$ cat src/rtl/mem_port_arbiter.sv
// Two-requester arbiter sharing one single-ported memory between instruction fetch
// and data load/store, with a req/ready handshake, pipeline stall and watchdog abort.
module mem_port_arbiter #(
  parameter int ADDR_W  = 32,
  parameter int DATA_W  = 32,
  parameter int TIMEOUT = 16
) (
  input  logic              clk,
  input  logic              rst,
  input  logic              ifReq,
  input  logic [ADDR_W-1:0] ifAddr,
  output logic [DATA_W-1:0] ifData,
  output logic              ifDone,
  input  logic              memRead,
  input  logic              memWrite,
  input  logic [ADDR_W-1:0] dAddr,
  input  logic [DATA_W-1:0] dWData,
  output logic [DATA_W-1:0] dRData,
  output logic              dDone,
  output logic              stall,
  output logic              mReq,
  output logic              mWe,
  output logic [ADDR_W-1:0] mAddr,
  output logic [DATA_W-1:0] mWData,
  input  logic [DATA_W-1:0] mRData,
  input  logic              mReady,
  output logic              errTimeout
);

  localparam int CNT_W = $clog2(TIMEOUT);
  localparam logic [CNT_W-1:0] WD_LAST = CNT_W'(TIMEOUT - 1);

  typedef enum logic [1:0] {
    IDLE    = 2'd0,
    IF_BUSY = 2'd1,
    D_BUSY  = 2'd2
  } stateT;

  stateT             state, stateNext;
  logic              mReqNext, mWeNext;
  logic [ADDR_W-1:0] mAddrNext;
  logic [DATA_W-1:0] mWDataNext;
  logic              favorIf, favorIfNext;
  logic              errTimeoutNext;
  logic [CNT_W-1:0]  wdCnt, wdCntNext;
  logic              dReq;
  logic              finishing;

  assign dReq      = memRead | memWrite;
  // A busy transaction ends either on the memory handshake or on the watchdog limit.
  assign finishing = (state != IDLE) && (mReady || (wdCnt == WD_LAST));

  always_comb begin
    // NOTE: every variable gets a default before the case so no path leaves it unassigned (no latches).
    stateNext      = state;
    mReqNext       = mReq;
    mWeNext        = mWe;
    mAddrNext      = mAddr;
    mWDataNext     = mWData;
    favorIfNext    = favorIf;
    errTimeoutNext = errTimeout;
    wdCntNext      = wdCnt;
    ifDone         = 1'b0;
    dDone          = 1'b0;
    ifData         = '0;
    dRData         = '0;

    case (state)
      IDLE: begin
        wdCntNext = '0;
        if (dReq && (!ifReq || !favorIf)) begin
          stateNext = D_BUSY;
          mReqNext  = 1'b1;
          mWeNext   = memWrite;
          mAddrNext = dAddr;
          if (memWrite) mWDataNext = dWData;
        end else if (ifReq) begin
          stateNext = IF_BUSY;
          mReqNext  = 1'b1;
          mWeNext   = 1'b0;
          mAddrNext = ifAddr;
        end
      end

      IF_BUSY, D_BUSY: begin
        if (finishing) begin
          if (state == IF_BUSY) begin
            ifDone = 1'b1;
            if (mReady) ifData = mRData;
          end else begin
            dDone = 1'b1;
            if (mReady && !mWe) dRData = mRData;
          end
          stateNext   = IDLE;
          mReqNext    = 1'b0;
          mWeNext     = 1'b0;
          wdCntNext   = '0;
          // Alternate priority after each completion so fetch cannot be starved.
          favorIfNext = (state == D_BUSY);
          if (!mReady) errTimeoutNext = 1'b1;
        end else begin
          wdCntNext = wdCnt + 1'b1;
        end
      end

      default: begin
        stateNext = IDLE;
        mReqNext  = 1'b0;
        mWeNext   = 1'b0;
      end
    endcase
  end

  assign stall = (dReq & ~dDone) | (ifReq & ~ifDone);

  always_ff @(posedge clk) begin
    // NOTE: sequential state uses non-blocking assignments so all registers update together at the edge.
    if (rst) begin
      state      <= IDLE;
      mReq       <= 1'b0;
      mWe        <= 1'b0;
      mAddr      <= '0;
      mWData     <= '0;
      favorIf    <= 1'b0;
      errTimeout <= 1'b0;
      wdCnt      <= '0;
    end else begin
      state      <= stateNext;
      mReq       <= mReqNext;
      mWe        <= mWeNext;
      mAddr      <= mAddrNext;
      mWData     <= mWDataNext;
      favorIf    <= favorIfNext;
      errTimeout <= errTimeoutNext;
      wdCnt      <= wdCntNext;
    end
  end

endmodule

$ cat config.mk
export PLATFORM = sky130hd
export DESIGN_NAME = mem_port_arbiter
export DESIGN_NICKNAME = d
export VERILOG_FILES = /design/src/rtl/mem_port_arbiter.sv
export SDC_FILE = /design/constraint.sdc
export NUM_CORES = 1
export LEC_CHECK = 0
export BUFFER_PORTS_ARGS = -buffer_cell sky130_fd_sc_hd__buf_2
export CELL_PAD_IN_SITES_DETAIL_PLACEMENT = 1
export CELL_PAD_IN_SITES_GLOBAL_PLACEMENT = 2
export CORE_MARGIN = 10
export CORE_UTILIZATION = 18
export DETAILED_ROUTE_END_ITERATION = 12
export GPL_TIMING_DRIVEN = 0
export PLACE_DENSITY = 0.76
export SYNTH_ARGS = -nofsm -noshare
export SYNTH_HDL_FRONTEND = slang
export SYNTH_SLANG_ARGS = --single-unit
$ cat constraint.sdc
create_clock -name clk -period 1.95 [get_ports clk]
set_input_delay 0.39 -clock clk [delete_from_list [all_inputs] [get_ports clk]]
set_output_delay 0.39 -clock clk [all_outputs]
set_load 0.005 [all_outputs]
# After elaboration in Yosys (flattened, before gate mapping)
# Index checks and enable logic that the tools add are counted.
classes:
  n_mux: 29
  n_eq_ne: 5
  n_bitwise: 7
  multipliers: 0
  n_shift: 0
  magnitude_cmp: 0
  div_mod_pow: 0
  reduce_logical: 18
  n_addsub: 1
ops:
  columns: ["op", "n"]
  rows:
  - ["2-to-1 mux 32 bit", 10]
  - ["2-to-1 mux 1 bit", 11]
  - ["one-hot mux 4 bit (2 select lines)", 1]
  - ["2-to-1 mux 2 bit", 3]
  - ["AND reduction 2 bit", 3]
  - ["AND reduction 3 bit", 2]
  - ["nonzero test 2 bit", 3]
  - ["adder 4 x 1 -> 4 bit (second input constant)", 1]
  - ["== test 4 bit (second input constant)", 1]
  - ["2-to-1 mux 4 bit", 1]
  - ["one-hot mux 1 bit (2 select lines)", 2]
  - ["one-hot mux 2 bit (2 select lines)", 1]
  - ["logical AND 1 bit", 3]
  - ["zero test 1 bit", 3]
  - ["!= test 3 bit (second input constant)", 1]
  - ["NOT 1 bit", 3]
  - ["AND 1 bit", 2]
  - ["== test 2 x 1 -> 1 bit (second input constant)", 1]
  - ["== test 2 bit (second input constant)", 1]
  - ["zero test 2 bit", 1]
  - ["logical OR 1 bit", 2]
  - ["!= test 2 bit (second input constant)", 1]
  - ["bitwise OR 1 bit", 2]
  - ["OR reduction 2 bit", 1]
totals:
  romBits: 0
  wordCells: 68
  mem_count: 0
  regBits: 74
  ram_bits: 0
  latchBits: 0
  input_bits: 134

# Logic depth before layout (Yosys ltp)
depth:
  word_depth: 8
  mapped_depth: 7
  depth_no_buf: 5

# Worst setup path before layout
# OpenSTA, ideal clock, no wires.
synth_timing:
  kind: "register -> output"
  from: "register state[0]"
  to: "output ifData[10]"
  n_path_buf: 2
  path_slack_ns: -0.018
  arrival_ns: 1.578
  path_stages_with_launch: 8
  path_cell_list: "dfxtp_1 inv_1 ha_1 clkbuf_1 nand2_1 nor2_1 clkbuf_1 and2_1"
synth_via:
  elab_chain_len: 4
  elab_cells_between_ends: 8
synth_rtl:
  columns: ["element", "line", "text"]
  rows:
  - ["from (decl)", "39", "stateT state, stateNext;"]
  - ["from (signal assigned)", "128", "state <= stateNext;"]
  - ["== test 2 x 1 -> 1 bit or nonzero test 2 bit (tied branches)", "68, 87, 51", null]
  - ["2-to-1 mux 32 bit or logical AND 1 bit (tied branches)", "87, 51", null]
  - ["2-to-1 mux 32 bit", "86", "if (finishing) begin"]
  - ["2-to-1 mux 32 bit *", "68", "case (state)"]
  - ["to (decl)", "12", "output logic [DATA_W-1:0] ifData,"]
# Mark *: on every way between the ends. The rest lies on a longest branch, timed or not.

# Worst setup path in the final report
layout_timing:
  from: "register state[0]"
  to: "output dRData[29]"
layout_via:
  elab_chain_len: 4
  elab_cells_between_ends: 8
layout_rtl:
  columns: ["element", "line", "text"]
  rows:
  - ["== test 2 x 1 -> 1 bit or nonzero test 2 bit (tied branches)", "68, 87, 51", null]
  - ["2-to-1 mux 32 bit or logical AND 1 bit (tied branches)", "87, 51", null]
  - ["2-to-1 mux 32 bit", "86", null]
  - ["2-to-1 mux 32 bit *", "68", null]
  - ["to (decl)", "18", "output logic [DATA_W-1:0] dRData,"]
# Marks and branches as above.

==> flow_metrics.tcl <==
set metrics [dict create \
    max_freq_mhz 430 \
    synth-edff-count 0 \
    clock_skew_ns 0.00361 \
    power_switching_uw 1730 \
    ys_seq_elements 74 \
    postRouteAntennaNets 0 \
    crit_required_ns 1.56 \
    power_frac_comb_pct 33.2 \
    ys_types 34 \
    crit_type "flop to primary output" \
    port_buffers 266 \
    hold_viol_final 0 \
    cts_tree "built" \
    netSwitchingFraction_pct 32.4 \
    grt_start_max_net_pins 12 \
    cts-htree-levels 3 \
    final_layout_size_suffix_gt1_share_pct 54.0 \
    hpwl_um 14700 \
    intPower_uw 3600 \
    grt_pass1_vias 4809 \
    yosysSeqAreaShare_pct 40.6 \
    hp-class "input port to flop" \
    failed_checks "setup timing" \
    die_h_um 162 \
    insertion_delay_ns 0.34 \
    status "complete, but fails checks" \
    utilization_pct 33.6 \
    start_util_pct 18.2 \
    vias 4633 \
    firstDrtPassIters 4 \
    wl_per_cell_um 19.0 \
    route.detailed.drc 0 \
    rows 52 \
    cts_buffers 9 \
    ys_warn_count 0 \
    clock_tree.root_cell "clkbuf_16" \
    antenna_found_initial 5 \
    grt_pass1_wl_um 28800 \
    critPathCaptureType "primary output" \
    setup_viol 67 \
    timing.final.crit_share_pct 119 \
    worstMarginPinSlew_ns 0.680 \
    fin_crit_ns 2.33 \
    synth_ff_type "dfxtp_1" \
    syn_area_um2 3650 \
    maxCapViolations 0 \
    setup_tns_ns -20.23 \
    fillers 2445 \
    rsz0062_at_grt "true" \
    finalWorstSetupSlack_ns -0.377 \
    pwr-share-clk_pct 31.6 \
    wl_um 20100 \
    core_region_area_um2 20100 \
    die_x_um 162 \
    final_cell_mix "215 x buf_2, 74 x nand2_1, 72 x buf_6, 72 x dfxtp_1, 63 x and2_4" \
    layout_commonest_cell "buf_2" \
    syn_nets 613 \
    grt_overflow 0 \
    vias_per_cell 4.38 \
    seqPwrFrac_pct 35.2 \
    finalMaxSlewViolations 0 \
    cts-hold-fix-buffers 0 \
    final_nets 922 \
    cellPowerDensity_nw_per_um2 790 \
    syn_to_final_growth_pct 84.7 \
    crit_arrival_ns 1.94 \
    path_cells "inv_4 -> ha_4 -> nand2b_4 -> nor4b_4 -> buf_6 -> buf_8 -> and2_1 -> buf_2" \
    cpPeakStageDelay_ns 0.38 \
    syn_inst 474 \
    die-area_um2 26400 \
    dp_worst_setup_slack_ns -0.590 \
    postSynthAreaPerCell_um2 7.71 \
    drtIter0Drc 161 \
    synthArstFlopShare_pct 0 \
    peakVddDrop_uv 390 \
    crit_fanout 8 \
    clock_sinks 74 \
    p_leak_uw 0.00319 \
    track_usage_pct 13.8 \
    max-slew-margin-rel_pct 54.7 \
    start_kind "flop" \
    gp_congestion 0.821 \
    path_clk_slew_ns 0.06 \
    clockBufferDepth 2 \
    critPathSlowestCell "dfxtp_4" \
    pin_count 268 \
]
-- stage by stage --
step | instances | power, uW | hold WS, ns | instance area (um^2)
2_1_floorplan | 474 | 2600 | 0.452 | 3650
3_3_place_gp | 1010 | 3290 | 0.446 | 5320
3_5_place_dp | 1010 | 3310 | 0.466 | 5320
4_1_cts | 1052 | 5270 | 0.282 | 6150
5_1_grt | 1058 | 5670 | 0.296 | 6750
6_report | 1058 | 5330 | 0.299 | 6750
-- cell families (layout without fill, tap and decap cells) --
kind of cell               Yosys count  count (layout)  share of synthesized area [%]
AOI/OAI and AO/OA                  133             133                           22.5
muxes                                2               2                          0.548
adders and majority gates            5               5                           1.71
DFF                                 74              74                           40.6
and+or+nand+nor                    212             212                           29.2
other                                0               1                              0
buffers and inverters               48             361                           5.55
-- routing by layer --
metal	vias to the layer above	share of wire [%]	global-route usage, %
met5	-	0.12	0
met4	4	1.6	3.27
met3	26	7.8	5.84
met2	137	50	22.9
met1	2184	41	16.2
li1	2282	-	-
-- critical path, delay by kind of cell, from the launching register on --
family / cells / cell delay (ns)
fa+ha+maj: 1 / 0.28
simple gates: 3 / 0.43
flops: 1 / 0.38
buf+inv: 4 / 0.50
-- sequential cells by signal (all words and copies together) (netlist names) --
name	cells
mAddr	32
mWData	32
wdCnt	4
state	2
errTimeout	1
favorIf	1
mReq	1
mWe	1
-- Yosys cell counts (4+ instances only) --
library cell / count / area [um^2]
nand2_1: 77 / 289
dfxtp_1: 74 / 1480
and2_1: 67 / 419
o21ai_0: 40 / 200
nand3_1: 37 / 185
a21oi_1: 35 / 175
clkbuf_1: 28 / 105
nor2_1: 21 / 78.8
a31oi_1: 19 / 119
buf_2: 15 / 75.1
a311oi_1: 14 / 123
o21ai_1: 10 / 50.1
ha_1: 5 / 62.6
inv_1: 4 / 15.0
o2111ai_1: 4 / 35.0
-- repair_timing --
item,in CTS,in global routing
setup buffers,24,8
resized for setup,78,132
pin swaps,28,50
setup endpoints to repair,67,99
cloned,4,2
-- area by class of cell --
type | instances | area, um^2 | area share [%]
Timing Repair Buffer | 299 | 2060 | 30.5
Clock buffer | 12 | 246 | 3.65
Buffer | 43 | 282 | 4.17
Clock inverter | 3 | 40.0 | 0.593
Multi-Input combinational cell | 352 | 2270 | 33.7
Tap cell | 270 | 338 | 5.01
Antenna cell | 1 | 2.50 | 0.0371
Inverter | 4 | 20.0 | 0.297
Sequential cell | 74 | 1490 | 22.0
-- worst paths after layout --
path / startpoint / cells after the start / to / slack [ns]
hold / removal: dWData[9] / 3 / mWData[9] / 0.30
setup / recovery: state[0] / 8 / dRData[29] / -0.38
hold reg to reg: mReq / 2 / mReq / 0.47
setup reg to reg: state[0] / 13 / favorIf / 0.06
-- power by group through the flow --
stage	clock [uW]	combinational (uW)	sequential, uW
3_5_place_dp	0	1410	1900
3_3_place_gp	0	1400	1890
4_1_cts	1740	1660	1870
2_1_floorplan	0	691	1910
6_report	1680	1770	1880
5_1_grt	1800	1960	1910
Power figures use the tool's default switching activity.
